## config.mk

```make
export PLATFORM = sky130hd
export DESIGN_NAME = color_avg_filter
export DESIGN_NICKNAME = d
export VERILOG_FILES = /design/src/rtl/color_avg_filter.sv
export SDC_FILE = /design/constraint.sdc
export NUM_CORES = 1
export LEC_CHECK = 0
export CELL_PAD_IN_SITES_DETAIL_PLACEMENT = 0
export CELL_PAD_IN_SITES_GLOBAL_PLACEMENT = 1
export CORE_MARGIN = 2
export CORE_UTILIZATION = 35
export DETAILED_ROUTE_END_ITERATION = 12
export DONT_BUFFER_PORTS = 1
export GPL_TIMING_DRIVEN = 0
export PLACE_DENSITY = 0.62
export SLEW_MARGIN = 30
export SYNTH_ARGS = -nofsm -noshare
export SYNTH_HDL_FRONTEND = slang
export SYNTH_SLANG_ARGS = --single-unit
```

## constraint.sdc

```tcl
create_clock -name clk_i -period 7 [get_ports clk_i]
set_input_delay 1.05 -clock clk_i [delete_from_list [all_inputs] [get_ports clk_i]]
set_output_delay 1.05 -clock clk_i [all_outputs]
set_load 0.03 [all_outputs]
```

## src/rtl/color_avg_filter.sv

```systemverilog
// Purpose: boxcar-averages RGB sensor samples over 2^AVG_LOG2-sample windows for the display path.
// Latency: last sample handshake at edge k -> averages and update_o visible after edge k+1.
// Backpressure: s_ready_o drops for exactly one cycle per window (PUBLISH) and is low during reset.
//
// Ports:
//   clk_i, rst_i                  clock, asynchronous active-high reset
//   s_valid_i / s_ready_o         sample handshake
//   s_red_i/s_green_i/s_blue_i    raw sensor channels (COLOR_WIDTH bits)
//   flush_i                       drop the partial window (ignored while publishing)
//   red_o/green_o/blue_o          last published averages, held between updates
//   update_o                      one-cycle pulse when new averages appear
//   sat_o                         saturation flag of the last published window
//
// Optional feature: define COLOR_AVG_SAT_EN to build the per-window saturation
// detector; without it sat_o is tied to 0.
module color_avg_filter #(
    parameter int COLOR_WIDTH = 16,
    parameter int AVG_LOG2    = 2
) (
    input  logic                   clk_i,
    input  logic                   rst_i,
    input  logic                   s_valid_i,
    output logic                   s_ready_o,
    input  logic [COLOR_WIDTH-1:0] s_red_i,
    input  logic [COLOR_WIDTH-1:0] s_green_i,
    input  logic [COLOR_WIDTH-1:0] s_blue_i,
    input  logic                   flush_i,
    output logic [COLOR_WIDTH-1:0] red_o,
    output logic [COLOR_WIDTH-1:0] green_o,
    output logic [COLOR_WIDTH-1:0] blue_o,
    output logic                   update_o,
    output logic                   sat_o
);

    localparam int ACC_W = COLOR_WIDTH + AVG_LOG2;
    // One spare bit so the counter can hold the full window count.
    localparam int CNT_W = AVG_LOG2 + 1;
    localparam logic [CNT_W-1:0] LAST_IDX = CNT_W'((1 << AVG_LOG2) - 1);

    typedef enum logic {ACCUM, PUBLISH} state_t;

    state_t            state;
    state_t            state_nxt;
    logic [ACC_W-1:0]  acc_red;
    logic [ACC_W-1:0]  acc_green;
    logic [ACC_W-1:0]  acc_blue;
    logic [CNT_W-1:0]  cnt;
    logic              handshake;
    logic              take;
    logic              last;
    logic              publish;

    assign handshake = s_valid_i & s_ready_o;
    // A flush coinciding with a handshake wins: the sample is dropped.
    assign take      = handshake & ~flush_i;
    assign last      = take & (cnt == LAST_IDX);
    assign publish   = (state == PUBLISH);

    // ---------------- FSM ----------------
    always_ff @(posedge clk_i or posedge rst_i) begin
        if (rst_i) begin
            state <= ACCUM;
        end else begin
            state <= state_nxt;
        end
    end

    always_comb begin
        state_nxt = state;
        s_ready_o = 1'b0;
        case (state)
            ACCUM: begin
                // Reset forces ACCUM, so gate ready with rst_i to keep it low during reset.
                s_ready_o = ~rst_i;
                if (last) state_nxt = PUBLISH;
            end
            PUBLISH: begin
                state_nxt = ACCUM;
            end
            default: state_nxt = ACCUM;
        endcase
    end

    // ---------------- accumulators ----------------
    always_ff @(posedge clk_i or posedge rst_i) begin
        if (rst_i) begin
            acc_red   <= '0;
            acc_green <= '0;
            acc_blue  <= '0;
            cnt       <= '0;
        end else if (publish || flush_i) begin
            // In PUBLISH the flush is irrelevant: the window clears anyway.
            acc_red   <= '0;
            acc_green <= '0;
            acc_blue  <= '0;
            cnt       <= '0;
        end else if (take) begin
            acc_red   <= acc_red   + ACC_W'(s_red_i);
            acc_green <= acc_green + ACC_W'(s_green_i);
            acc_blue  <= acc_blue  + ACC_W'(s_blue_i);
            cnt       <= cnt + 1'b1;
        end
    end

    // ---------------- published outputs ----------------
    always_ff @(posedge clk_i or posedge rst_i) begin
        if (rst_i) begin
            red_o    <= '0;
            green_o  <= '0;
            blue_o   <= '0;
            update_o <= 1'b0;
        end else begin
            update_o <= publish;
            if (publish) begin
                // Dropping the low AVG_LOG2 bits is the truncating divide.
                red_o   <= acc_red[ACC_W-1:AVG_LOG2];
                green_o <= acc_green[ACC_W-1:AVG_LOG2];
                blue_o  <= acc_blue[ACC_W-1:AVG_LOG2];
            end
        end
    end

    // ---------------- saturation flag ----------------
`ifdef COLOR_AVG_SAT_EN
    logic sat_acc;
    logic sample_sat;

    assign sample_sat = (&s_red_i) | (&s_green_i) | (&s_blue_i);

    always_ff @(posedge clk_i or posedge rst_i) begin
        if (rst_i) begin
            sat_acc <= 1'b0;
            sat_o   <= 1'b0;
        end else begin
            if (publish) sat_o <= sat_acc;
            if (publish || flush_i) begin
                sat_acc <= 1'b0;
            end else if (take && sample_sat) begin
                sat_acc <= 1'b1;
            end
        end
    end
`else
    assign sat_o = 1'b0;
`endif

endmodule

```

# Word-level counts from Yosys, hierarchy flattened
# Cells that the tools add are included.
# word_totals
regBits	107
latchBits	0
ram_bits	0
mem_bits_ro	0
out_inout_bits	51
mem_count	0
# op_classes
n_addsub	4
n_mul	0
div	0
magnitude_cmp	0
eq_ne	1
shift	0
n_mux	11
bitwise_logic	6
reduce_logical	2
# ops
cell	n
2-to-1 mux 18 bit	6
adder 18 x 16 -> 18 bit	3
2-to-1 mux 3 bit	2
adder 3 x 1 -> 3 bit (second input constant)	1
AND 1 bit	3
equality test 3 x 2 -> 1 bit (second input constant)	1
NOT 1 bit	3
2-to-1 mux 1 bit	2
case mux 1 bit (2 select lines)	1
nonzero test 2 bit	1
logical OR 1 bit	1

# Depth between registers and ports, before layout
# Gate-level depths: netlist of the first run.
# depth
ltp_word	7
ltp_mapped	10

# Least setup slack after synthesis of the first run
# OpenSTA, ideal clock, no wires.
# synth_path
kind	input port to flip-flop
startpoint	in rst_i
endpoint	reg acc_red[17]
arrival_time_ns	4.368
required_time_ns	6.922
slack_ns	2.554
path_stages	6
path_buffers	0
cell_sequence	inv_1 nand2_1 nand2_1 o211ai_1 or3_1 a21oi_1
# synth_between
elab_chain_cells	5
# synth_rtl
item	line_no	source
start, declared	21	input logic rst_i,
NOT 1 bit	74	s_ready_o = ~rst_i;
2-to-1 mux 1 bit	71	case (state)
AND 1 bit	53	assign handshake = s_valid_i & s_ready_o;
AND 1 bit	55	assign take = handshake & ~flush_i;
nonzero test 2 bit (no source line)	-	
end signal, assigned	98	acc_red <= acc_red + ACC_W'(s_red_i);
end, declared	44	logic [ACC_W-1:0] acc_red;
# Every way passes these cells.
# A chain may end at the register's enable or synchronous reset.

# Worst setup path in the final report of the first run
# layout_path
startpoint	reg state, in the netlist publish
endpoint	out s_ready_o
# layout_between
elab_chain_cells	1
# layout_rtl
item	line_no	source
start, declared	42	state_t state;
start signal, assigned	64	state <= state_nxt;
2-to-1 mux 1 bit	71	
end, declared	23	output logic s_ready_o,
# Every way passes these cells.

==> results.tsv, run 1 <==
stage	metric	value	unit
route	First-pass DRT Iterations	4	
grt	first-pass GRT wire length	25180	um
worst_setup_path	CP delay by family, top	buffers and inverters	
worst_setup_path	Worst Setup EP	s_ready_o	
grt	initial antenna violation count	0	
synth	Syn Inst Count	615	
die	core area	17360	um^2
route	DR iter-0 viols	223	
synth	main combinational cell family by area after synthesis	compound AO/OA/AOI/OAI gates	
pwr	Leak	3.288	nW
worst_setup_path	crit start category	register	
grt	grt total ovfl	0	
synth	Synth Area in Compound Gates	18.30	%
synth	Post-synth ARST share	100.0	%
grt	pin count of the biggest net entering global routing	66	
synth	Post-Synth Adder-Cell Area	10.98	%
timing	actual slew at the worst max-slew pin	0.7927	ns
worst_setup_path	worst r2r path cells	10	
die	Initial Util	35.96	%
worst_setup_path	Slowest-stage cell, CP	clkbuf_1	
worst_setup_path	Crit Path Max Fanout	10	
synth	fraction of the mapped netlist area in simple logic gates	11.00	%
timing	Setup Viol. Count Final	0	
worst_setup_path	RR Endpoint	acc_blue[12]	
die	IO Pins	103	
pwr	maximum VDD drop	117.0	uV
clock_network	root buffer cell	clkbuf_16	
timing	Worst Skew	0.005061	ns
pwr	pwr dens	220.2	nW/um^2
clock_network	# Post-CTS Setup Buffers	0	
layout	Register Area	2678	um^2
synth	mapped cell area	6242	um^2
clock_network	H-tree Lvls	3	
placed_design	GPL Wtd Cong	0.8248	
placed_design	DP HPWL	11700	um
synth	Net Count, Synth	720	
die	die span in x	137.5	um
layout	area of the multi-input gates	3387	um^2
worst_setup_path	crit-path most repeated cell	clkbuf_1	
route	vias	4713	
grt	gr usage total	17.55	%
timing	unrepaired setup endpoints after global routing	no	
worst_setup_path	Max stage delay on crit path	0.55	ns
die	Rows	48	
worst_setup_path	CP Capture Type	primary output	
layout	ant diodes	0	
route	Final ANT Viol Nets	0	
job	Max-Cap Viols	0	
synth	Synth warnings	0	
worst_setup_path	CP Launch Point	publish	
timing	FMAX	294.1	MHz
worst_setup_path	worst path cell trace	clkbuf_1 -> clkbuf_1 -> clkbuf_1 -> nor2_1	
layout	final net count	732	
synth	sequential fraction of the synthesis area	42.89	%
grt	vias in the first global route	4824	
timing	final hold vios	0	
clock_network	TritonCTS clock tree	yes	
placed_design	port bufs	0	
clock_network	post_cts resized	0	
clock_network	clock-pin slew on the worst setup and hold paths	0.07	ns
clock_network	cts hold-fix bufs	0	
route	drt total wl	15930	um
route	DRC viols	0	
clock_network	clock sinks	107	
timing	Slew headroom	47.15	%
worst_setup_path	R2R Setup Slk	4.31	ns
synth	Post-synth EDFFs	0	
worst_setup_path	Levels on crit path	4	
synth	Yosys cell types	52	
synth	Main synth FF type	dfrtp_1	
timing	Tcrit/Tclk final	48.58	%
layout	P&R area growth vs syn	10.10	%
die	Chip Height	137.5	um
worst_setup_path	WP buf/inv	3	
synth	mux contribution to synthesized area	9.140	%
clock_network	clk_lat worst skew	0.35	ns
clock_network	clock buffer depth	2	
synth	Syn Area/Cell	10.15	um^2
worst_setup_path	reg2reg start	acc_blue[0]	
worst_setup_path	Critical Path RT	5.95	ns
timing	setup TNS	0	ns
layout	final core occ	39.60	%
hold_path	min-delay worst type	reg2reg	
layout	filler cell count in the final layout	1698	
run_status	status	finished clean	
route	via density per instance	5.499	
die	Die ar.	18920	um^2
layout	layout cells sized above 1	11.39	%
clock_network	total CTS buffers	9	
worst_setup_path	critical path arrival	2.35	ns
timing	post-layout min period	3.401	ns
synth	Yosys reg bits	107	
worst_setup_path	WS Path Type	reg2out	
synth	Post-Synth XOR/XNOR Area	4.770	%
timing	final slew viol count	0	
route	WL per Instance	18.58	um
[placed cells by master (no fill, tap or decap), types with 15 or more instances in the layout]
master,synthesis,final
a21o_1,15,15
a21oi_1,39,39
clkbuf_1,22,22
dfrtp_1,107,107
ha_1,50,50
inv_1,22,21
mux2_2,48,48
nand2_1,59,59
nor2_1,24,24
o21ai_0,52,52
xnor2_1,18,18
xor2_1,16,16
[layer usage]
metal  up-vias  wire [um]  global-route usage (%)
met2       115       7098                   26.70
li1       2276          -                       -
met5         -          0                       0
met1      2288       7139                   22.43
met3        34       1072                   5.372
met4         0        616                   9.107
[cells in the mapped netlist, drive strengths merged (3+ instances only)]
cell	instances	area [um^2]
inv	22	82.58
nand4	6	37.54
a31oi	6	37.54
nor2b	7	43.79
clkbuf	22	82.58
nor4	4	25.02
a21o	15	112.6
o21ai	53	265.3
nand2b	8	50.05
ha	50	625.6
nor2	24	90.09
nor3	4	20.02
fa	3	60.06
mux2i	3	30.03
and3	6	37.54
o41ai	3	26.28
o31ai	9	67.56
o2111ai	4	35.03
and4	3	28.78
xnor2	18	157.7
o21a	6	45.04
mux2	48	540.5
xor2	16	140.1
a211oi	8	60.06
o21bai	3	22.52
nand3	12	60.06
dfrtp	107	2678
a21oi	39	195.2
o22ai	5	31.28
and2	4	25.02
a311oi	3	32.53
a22o	7	61.31
o211ai	9	67.56
nand2	59	221.5
[metrics by stage]
stage / instance area (um^2) / hold WS (ns) / cells / setup WS [ns] / total power, mW
2_1_floorplan: 6242 / 0.3519 / 615 / 2.554 / 0.9181
3_3_place_gp: 6524 / 0.3576 / 840 / 0.9987 / 0.9797
3_5_place_dp: 6559 / 0.3614 / 841 / 3.671 / 0.9882
4_1_cts: 6873 / 0.3789 / 857 / 3.473 / 1.538
5_1_grt: 6873 / 0.3976 / 857 / 3.327 / 1.605
6_report: 6873 / 0.3762 / 857 / 3.599 / 1.513
[state kept, by name, indices dropped and copies added (netlist names)]
| register | cells |
|---|---|
| acc_blue | 18 |
| acc_green | 18 |
| acc_red | 18 |
| blue_o | 16 |
| green_o | 16 |
| red_o | 16 |
| cnt | 3 |
| publish | 1 |
| update_o | 1 |
[worst min path at each step]
stage | slack (ns) | cells after the start | to | startpoint
floorplan | 0.35 | 0 | update_o | publish
global placement | 0.36 | 0 | update_o | publish
detailed placement | 0.36 | 0 | update_o | publish
CTS | 0.38 | 0 | update_o | publish
global route | 0.40 | 0 | update_o | publish
finish | 0.38 | 0 | update_o | publish
[power by group]
| part | internal (mW) | switching (mW) | leakage [nW] | total, mW |
|---|---|---|---|---|
| Sequential | 0.652 | 0.0411 | 1.47 | 0.693 |
| Combinational | 0.116 | 0.167 | 1.67 | 0.283 |
| Clock | 0.306 | 0.232 | 0.155 | 0.538 |
[area by class of cell]
class	count	area share, %
multi-input cells	462	49.28
flip-flops and latches	107	38.96
well taps	225	4.096
clock buffers	12	3.878
plain buffers	24	1.384
inverters	22	1.311
clock inverters	4	0.6918
repair buffers	1	0.4005
[logic make-up (layout without fill, tap and decap cells)]
kind of cell | count (synthesis) | after routing
XOR/XNOR | 34 | 34
multiplexers | 51 | 51
adder cells (fa/ha/maj) | 53 | 53
AND/OR/NAND/NOR | 144 | 144
buffers and inverters | 46 | 63
AO/OA/AOI/OAI | 179 | 179
flip-flops | 107 | 107
other | 1 | 1
Note: power is estimated with default switching activity, not from simulation.
==> run 2: changes to the inputs <==
- PLACE_DENSITY: 0.62 -> 0.64
- clock period: 7 -> 2.8 ns (I/O delays scaled with it)
==> run 2 against run 1 <==
Critical endpoint is now acc_blue[15]. Global-route usage hardly changed. Routed wire length is 0.93% higher. Combinational power grew to 2.6 times the previous value. Clock skew is 0.0027 ns higher. Die area stayed put. Highest routed layer unchanged. Register-to-register slack worse by 4.1 ns. Clock-buffer cell count is 3 higher. Sequential share of layout area is 0.39 points lower.
==> results.tsv, run 2 (same netlist as run 1, synthesis figures left out) <==
stage	metric	value	unit	change
worst_setup_path	CP Capture Type	register		
pwr	Sw Pwr	1.110	mW	+150%
timing	Worst Skew	0.007729	ns	+0.002668 ns
clock_network	root buffer cell	clkbuf_16		
layout	filler cell count in the final layout	1725		+1.6%
clock_network	H-tree Lvls	3		unchanged
route	First-pass DRT Iterations	4		unchanged
clock_network	TritonCTS clock tree	yes		
die	Die ar.	18920	um^2	unchanged
hold_path	min-delay worst type	in2reg		
timing	setup TNS	0	ns	unchanged
placed_design	GPL Wtd Cong	0.8385		+1.7%
layout	ant diodes	0		unchanged
worst_setup_path	Slowest-stage cell, CP	dfrtp_1		
job	Max-Cap Viols	0		unchanged
pwr	pwr dens	539.3	nW/um^2	+140%
layout	most frequent cells in the layout	dfrtp_1, nand2_1, o21ai_0, ha_1, mux2_2		
pwr	switching share of power	29.65	%	+0.61 points
grt	first-pass GRT wire length	25320	um	+0.58%
timing	Slew headroom	47.64	%	+0.48 points
placed_design	port bufs	0		unchanged
placed_design	DP HPWL	11700	um	about the same
worst_setup_path	Crit Path Max Fanout	7		-3
timing	FMAX	382.7	MHz	
layout	most common cell after layout, fill and taps aside	dfrtp_1		
route	Final ANT Viol Nets	0		unchanged
timing	unrepaired setup endpoints after global routing	no		
route	vias	4730		+0.36%
die	core area	17360	um^2	unchanged
worst_setup_path	critical path arrival	2.83	ns	+0.48 ns
die	IO Pins	103		unchanged
clock_network	clock-pin slew on the worst setup and hold paths	0.07	ns	about the same
layout	final net count	737		+0.68%
pwr	part of the power in registers	46.2	%	+0.4 points
route	DR iter-0 viols	207		-7.2%
worst_setup_path	crit start category	register		
worst_setup_path	Max stage delay on crit path	0.40	ns	-0.15 ns
clock_network	total CTS buffers	9		unchanged
route	WL per Instance	18.65	um	+0.34%
die	die span in x	137.5	um	unchanged
worst_setup_path	WP buf/inv	1		-2
timing	Tcrit/Tclk final	93.33	%	
layout	non-filler cells, final	862		+0.58%
grt	gr usage total	17.58	%	+0.031 points
clock_network	clock sinks	107		unchanged
run_status	status	finished clean		
layout	layout cells sized above 1	12.24	%	+0.85 points
layout	largest registers	acc_blue (18), acc_green (18), acc_red (18)		
clock_network	clk_lat worst skew	0.35	ns	about the same
clock_network	# Post-CTS Setup Buffers	0		unchanged
die	Chip Height	137.5	um	unchanged
timing	actual slew at the worst max-slew pin	0.7855	ns	-0.007202 ns
placed_design	post-placement cell count	844		+0.36%
pwr	Leak	3.319	nW	+0.92%
timing	final slew viol count	0		unchanged
worst_setup_path	Critical Path RT	3.01	ns	-2.94 ns
timing	Setup Viol. Count Final	0		unchanged
pwr	Logic pwr share	19.5	%	+0.8 points
route	via density per instance	5.487		-0.22%
worst_setup_path	CP delay by family, top	compound AO/OA/AOI/OAI gates		
worst_setup_path	worst path cell trace	ha_1 -> buf_2 -> and4_4 -> a21o_1 -> a311o_1 -> a221o_1 -> a311oi_2 -> xnor2_1 -> o21ai_1		
timing	post-layout min period	2.613	ns	
grt	grt total ovfl	0		unchanged
worst_setup_path	WS Path Type	reg2reg		
timing	Hold Slack	0.2454	ns	-0.1309 ns
pwr	total internal power	2.634	mW	+150%
die	Initial Util	35.96	%	unchanged
clock_network	clock buffer depth	2		unchanged
pwr	power share of the clock group	34.3	%	-1.2 points
grt	pin count of the biggest net entering global routing	29		-56%
grt	initial antenna violation count	0		unchanged
layout	P&R area growth vs syn	11.22	%	
die	Rows	48		unchanged
timing	final hold vios	0		unchanged
pwr	maximum VDD drop	314.1	uV	+170%
grt	vias in the first global route	4892		+1.4%
route	DRC viols	0		unchanged
route	drt total wl	16080	um	+0.93%
[run 2: worst paths after layout]
path | depth (start not counted) | start | endpoint | slack, ns
worst max-delay path | 9 | acc_blue[6] | acc_blue[15] | 0.19
worst min-delay path | 2 | flush_i | acc_green[16] | 0.25
worst max register to register | 9 | acc_blue[6] | acc_blue[15] | 0.19
worst min register to register | 0 | publish | update_o | 0.38
max in group asynchronous | 4 | rst_i | acc_red[10] | 1.59
min in group asynchronous | 2 | rst_i | blue_o[15] | 0.58
[run 2: power by group through the flow]
stage               clock network [mW]  logic (mW)  registers, mW
finish                            1.28       0.729           1.73
global route                      1.41       0.825           1.75
CTS                               1.33       0.728           1.73
detailed placement                   0       0.719           1.76
global placement                     0       0.690           1.76
floorplan                            0       0.563           1.73
[run 2: area by class of cell]
class / count / area (um^2) / area share [%]
Tap cell: 225 / 281.5 / 4.055
Multi-Input combinational cell: 462 / 3395 / 48.89
Sequential cell: 107 / 2678 / 38.57
Clock buffer: 15 / 287.8 / 4.145
Clock inverter: 1 / 5.005 / 0.07209
Timing Repair inverter: 1 / 5.005 / 0.07209
Timing Repair Buffer: 5 / 105.1 / 1.514
Buffer: 24 / 100.1 / 1.442
Inverter: 22 / 86.33 / 1.243
[run 2: metal layers]
metal,track usage (%),wire length [um],vias up
li1,-,-,2277
met1,22.41,7178,2321
met2,28.50,7537,110
met3,4.746,1013,22
met4,6.644,345,0
met5,0,0,-
[run 2: timing repair]
item                                    in CTS  in global routing
cloned                                       0                  1
gates resized for setup                      1                  3
endpoints found under the setup margin       1                  6
hold endpoints to repair                    20                  0
hold buffers                                 1                  0
[run 2: stage by stage]
| step | power [mW] | cell area [um^2] | setup slack, ns | utilization (%) |
|---|---|---|---|---|
| after floorplan | 2.297 | 6252 | -0.1244 | - |
| after global placement | 2.448 | 6534 | -1.116 | 37.64 |
| after detailed placement | 2.481 | 6629 | 0.08633 | 38.19 |
| after CTS | 3.789 | 6933 | 0.1018 | 39.94 |
| after global routing | 3.978 | 6943 | 0.05877 | 40.00 |
| final | 3.744 | 6943 | 0.1868 | 40.00 |
==> patch 1 (settings of run 2) <==
Build with the macro `COLOR_AVG_SAT_EN` defined.
--- a/src/rtl/color_avg_filter.sv
+++ b/src/rtl/color_avg_filter.sv
@@ -13,6 +13,8 @@
 //
 // Optional feature: define COLOR_AVG_SAT_EN to build the per-window saturation
 // detector; without it sat_o is tied to 0.
+`define COLOR_AVG_SAT_EN
+
 module color_avg_filter #(
     parameter int COLOR_WIDTH = 16,
     parameter int AVG_LOG2    = 2
Behaviour: not the same (a bounded check fails within 10 cycles, from zero or initial values and one cycle with rst_i high).
==> patch 1 against run 2 <==
- worst hold slack got worse by 0.0098 ns
- total power rose by 7.5%
- synthesized area rose by 5.0%
- final area rose by 5.5%
- setup slack improved by 0.0086 ns
- sequential share of layout area fell by 1.3 points
- synthesized cell count rose by 8.9%
- sequential cell count rose by 2
- routed wire length rose by 14%
==> patch 1: results (changes against run 2) <==
placed insts 908 (+7.6%); xor and xnor area share after synthesis 2.54% (-2.2 points); P_clk 1.58 mW (+23%); Final Power 4.03 mW (+7.5%); Routed WL per cell 19.8 um (+6.3%); first-pass GRT wire length 29,500 um (+17%); syn nets 775 (+7.6%); register area share after synthesis 41.6% (-1.3 points); maximum VDD drop 0.000320 V (+2.0%); crit path DAT 2.85 ns (+0.02 ns); Synth Warn # 0 (unchanged); Cell variety after synth 58 (+12%); R2R Path Start acc_blue[0]$_DFFE_PP0P_; GRT met2 Usage 31.1% (+2.6 points); top cells by count, synth dfrtp_1, nand2_1, a21oi_1, ha_1, mux2_2; Layout Nets 791 (+7.3%); port bufs 0 (unchanged); H-tree depth 3 (unchanged); met3 Track Usage GR 4.59% (-0.16 points); hpwl dp 14,200 um (+21%); R2R depth 10 (+1); Setup Buffers After CTS 0 (unchanged); Compound-Gate Fraction of Synth Area 18.6% (+0.30 points); crit path capture acc_blue[14]$_DFFE_PP0P_; initial antenna violation count 1 (+1); hold worst-path end acc_blue[17]$_DFFE_PP0P_; Setup WS pre-CTS -0.146 ns (-0.232 ns); Worst slew margin 48.7% (+1.1 points); LEAKAGE 3.46 nW (+4.3%); routed wire length 18,400 um (+14%); Reg clk slew, reported paths 0.07 ns (about the same); initial drt markers 262 (+27%); proportion of synthesized area in mux cells 9.34% (+0.20 points); hold path cells 2 (unchanged); CP max FO 4 (-3); ratio of cells with drive above 1 in the final layout 12.7% (+0.49 points); switching pwr 1.13 mW (+1.4%); biggest regs acc_blue x18, acc_green x18, acc_red x18; Placer Congestion 0.838 (about the same); footprint of the multi-input gates 3630 um^2 (+7.0%); ranking of synthesized cells by area dfrtp_1, ha_1, mux2_2; Pre-Repair DR Iteration Count 5 (+1); Setup Skew 0.00534 ns (-0.00238 ns); Hold Slack 0.236 ns (-0.00975 ns); Post-Synth Adder-Cell Area 10.5% (-0.52 points); worst hold path class in2reg; cells after synthesis 670 (+8.9%); largest net degree at the start of global routing 30 (+3.4%); vias in the first global route 5,352 (+9.4%); Post-CTS Resized 1 (unchanged); Post-DP Area 6940 um^2 (+4.7%); M1 GR Usage 25.0% (+2.6 points); Startpoint Class flip-flop; DR vias 5,215 (+10%); status finished, final reports clean; Filler cells 1,846 (+7.0%); Comb power 711 uW (-2%); GRT Resource Usage Total 19.1% (+1.5 points); Final Critical Period 2.60 ns (-0.00856 ns)
==> patch 1: layer usage <==
metal | share of wire, % | routed length (um) | vias to the layer above
li1 | - | - | 2497
met1 | 46 | 8400 | 2569
met2 | 46 | 8490 | 128
met3 | 6.2 | 1140 | 21
met4 | 1.8 | 330 | 0
met5 | 0 | 0 | -
==> patch 1: worst max-delay path: stages (launching register included) <==
cell and delay [ns]:
dfrtp_1 0.38, ha_1 0.20, inv_1 0.07, fa_1 0.23
nor2b_4 0.06, o31a_1 0.27, o31a_1 0.30, o31ai_4 0.25
a211oi_1 0.15, or3_1 0.36, a32o_1 0.23
==> patch 1: cell type report <==
class | count | share of cell area, %
clock inverters | 7 | 1.88
diodes | 1 | 0.0342
well taps | 234 | 4.00
clock buffers | 9 | 3.07
inverters | 28 | 1.49
repair buffers | 5 | 1.23
flip-flops and latches | 109 | 37.2
plain buffers | 25 | 1.49
multi-input cells | 508 | 49.6
==> patch 2 (settings of run 2) <==
Without the edit above. Register the output `green_o` once more, without a reset; this adds one clock of latency there. The other outputs are not delayed to match.
--- a/src/rtl/color_avg_filter.sv
+++ b/src/rtl/color_avg_filter.sv
@@ -38,6 +38,8 @@
     localparam logic [CNT_W-1:0] LAST_IDX = CNT_W'((1 << AVG_LOG2) - 1);
 
     typedef enum logic {ACCUM, PUBLISH} state_t;
+
+    logic [COLOR_WIDTH-1:0] green_s0;
 
     state_t            state;
     state_t            state_nxt;
@@ -106,7 +108,7 @@
     always_ff @(posedge clk_i or posedge rst_i) begin
         if (rst_i) begin
             red_o    <= '0;
-            green_o  <= '0;
+            green_s0 <= '0;
             blue_o   <= '0;
             update_o <= 1'b0;
         end else begin
@@ -114,7 +116,7 @@
             if (publish) begin
                 // Dropping the low AVG_LOG2 bits is the truncating divide.
                 red_o   <= acc_red[ACC_W-1:AVG_LOG2];
-                green_o <= acc_green[ACC_W-1:AVG_LOG2];
+                green_s0 <= acc_green[ACC_W-1:AVG_LOG2];
                 blue_o  <= acc_blue[ACC_W-1:AVG_LOG2];
             end
         end
@@ -144,5 +146,9 @@
     assign sat_o = 1'b0;
 `endif
 
+    always_ff @(posedge clk_i) begin
+        green_o <= green_s0;
+    end
+
 endmodule
 
Check against the original RTL: not equivalent (a bounded check fails within 10 cycles, from zero or initial values and one cycle with rst_i high).
==> patch 2 against run 2 <==
- via count rose by 8.7%
- final area grew 12%
- register-to-register slack gained 0.13 ns
- routed wire length rose by 7.8%
- sequential cell count rose by 16
- total power is 36% higher
- count of clock-buffer cells in the layout increased by 4
- critical path depth is 5 lower
- synthesized area up 7.6%
- setup slack got worse by 0.026 ns
- final cell count rose by 9.5%
- critical endpoint is now s_ready_o
==> patch 2: results (changes against run 2) <==
status finished, final reports clean; ys async rst share 87.0% (-13 points); Hold Path Origin s_green_i[0]; Critical Path Max Stage Delay 0.48 ns (+0.08 ns); Non-Clock Buffer Area Fraction 2.50% (-0.45 points); GRT Resource Usage Total 17.7% (+0.11 points); hold worst-path end acc_green[0]$_DFFE_PP0P_; final core occ 41.5% (+1.5 points); Hold Slack 0.301 ns (+0.0561 ns); ratio of cells with drive above 1 in the final layout 14.1% (+1.8 points); cells after synthesis 673 (+9.4%); Pre-Repair DR Iteration Count 5 (+1); hold path cells 3 (+1); Seq area share 38.5% (-0.094 points); Post-DP Area 7100 um^2 (+7.1%); Seq cells 123 (+15%); met2 wire length 8140 um (+8.0%); Peak Freq 0.379 GHz (-0.98%); Reg clk slew, reported paths 0.05 ns (-0.02 ns); Filler cells 1,801 (+4.4%); maximum VDD drop 0.000393 V (+25%); total CTS buffers 17 (+8); Routed WL per cell 18.4 um (-1.5%); Placer Congestion 0.864 (+3.0%); clock network share of area 8.64% (+4.4 points); Post-Synth Adder-Cell Area 10.2% (-0.77 points); final-layout clock buffer total 19 (+4); count of multi-input gates 512 (+11%); LEAKAGE 3.72 nW (+12%); Cell variety after synth 57 (+9.6%); Setup WS pre-CTS 0.246 ns (+0.159 ns); M1 GR Usage 22.3% (-0.12 points); initial drt markers 204 (-1.4%); footprint of the multi-input gates 3570 um^2 (+5.2%); Layout Nets 802 (+8.8%); crit path capture s_ready_o; proportion of synthesized area in mux cells 8.65% (-0.49 points); Compound-Gate Fraction of Synth Area 16.4% (-1.9 points); CP max FO 10 (+3); Inverters 16 (-30%); placed insts 911 (+7.9%); first-pass GRT wire length 27,200 um (+7.5%); Critical-path top delay cell nor2_1; xor and xnor area share after synthesis 3.65% (-1.1 points); Setup Skew 0.00632 ns (-0.00140 ns); crit path DAT 2.22 ns (-0.61 ns); H-tree depth 4 (+1); vias per cell 5.45 (-0.75%); clk_lat worst skew 0.42 ns (+0.07 ns); register area share after synthesis 44.7% (+1.8 points); met3 Track Usage GR 6.06% (+1.3 points); GRT met2 Usage 28.4% (-0.055 points)
## patch 2: power breakdown
| part | switching, mW | total (mW) | internal, mW |
|---|---|---|---|
| Clock | 0.818 | 2.52 | 1.71 |
| Combinational | 0.393 | 0.655 | 0.262 |
| Sequential | 0.0688 | 1.91 | 1.84 |
| Total | 1.28 | 5.09 | 3.81 |
## patch 2: repair_timing
item	in CTS	in global routing
endpoints found under the setup margin	1	0
endpoints found under the hold margin	13	0
resized for setup	2	0
hold buffers	1	0
## patch 2: cell families (layout without fill, tap and decap cells)
group,Yosys count,in the layout
and+or+nand+nor,203,203
DFF,123,123
adders and majority gates,53,53
other,1,1
muxes,52,52
buffers and inverters,38,75
AOI/OAI and AO/OA,175,175
xor gates and xnor gates,28,28
## patch 2: critical path, delay by kind of cell (launching register included)
| family | cells | cell delay, ns |
|---|---|---|
| simple gates | 1 | 0.48 |
| flops | 1 | 0.38 |
| buf+inv | 3 | 0.93 |
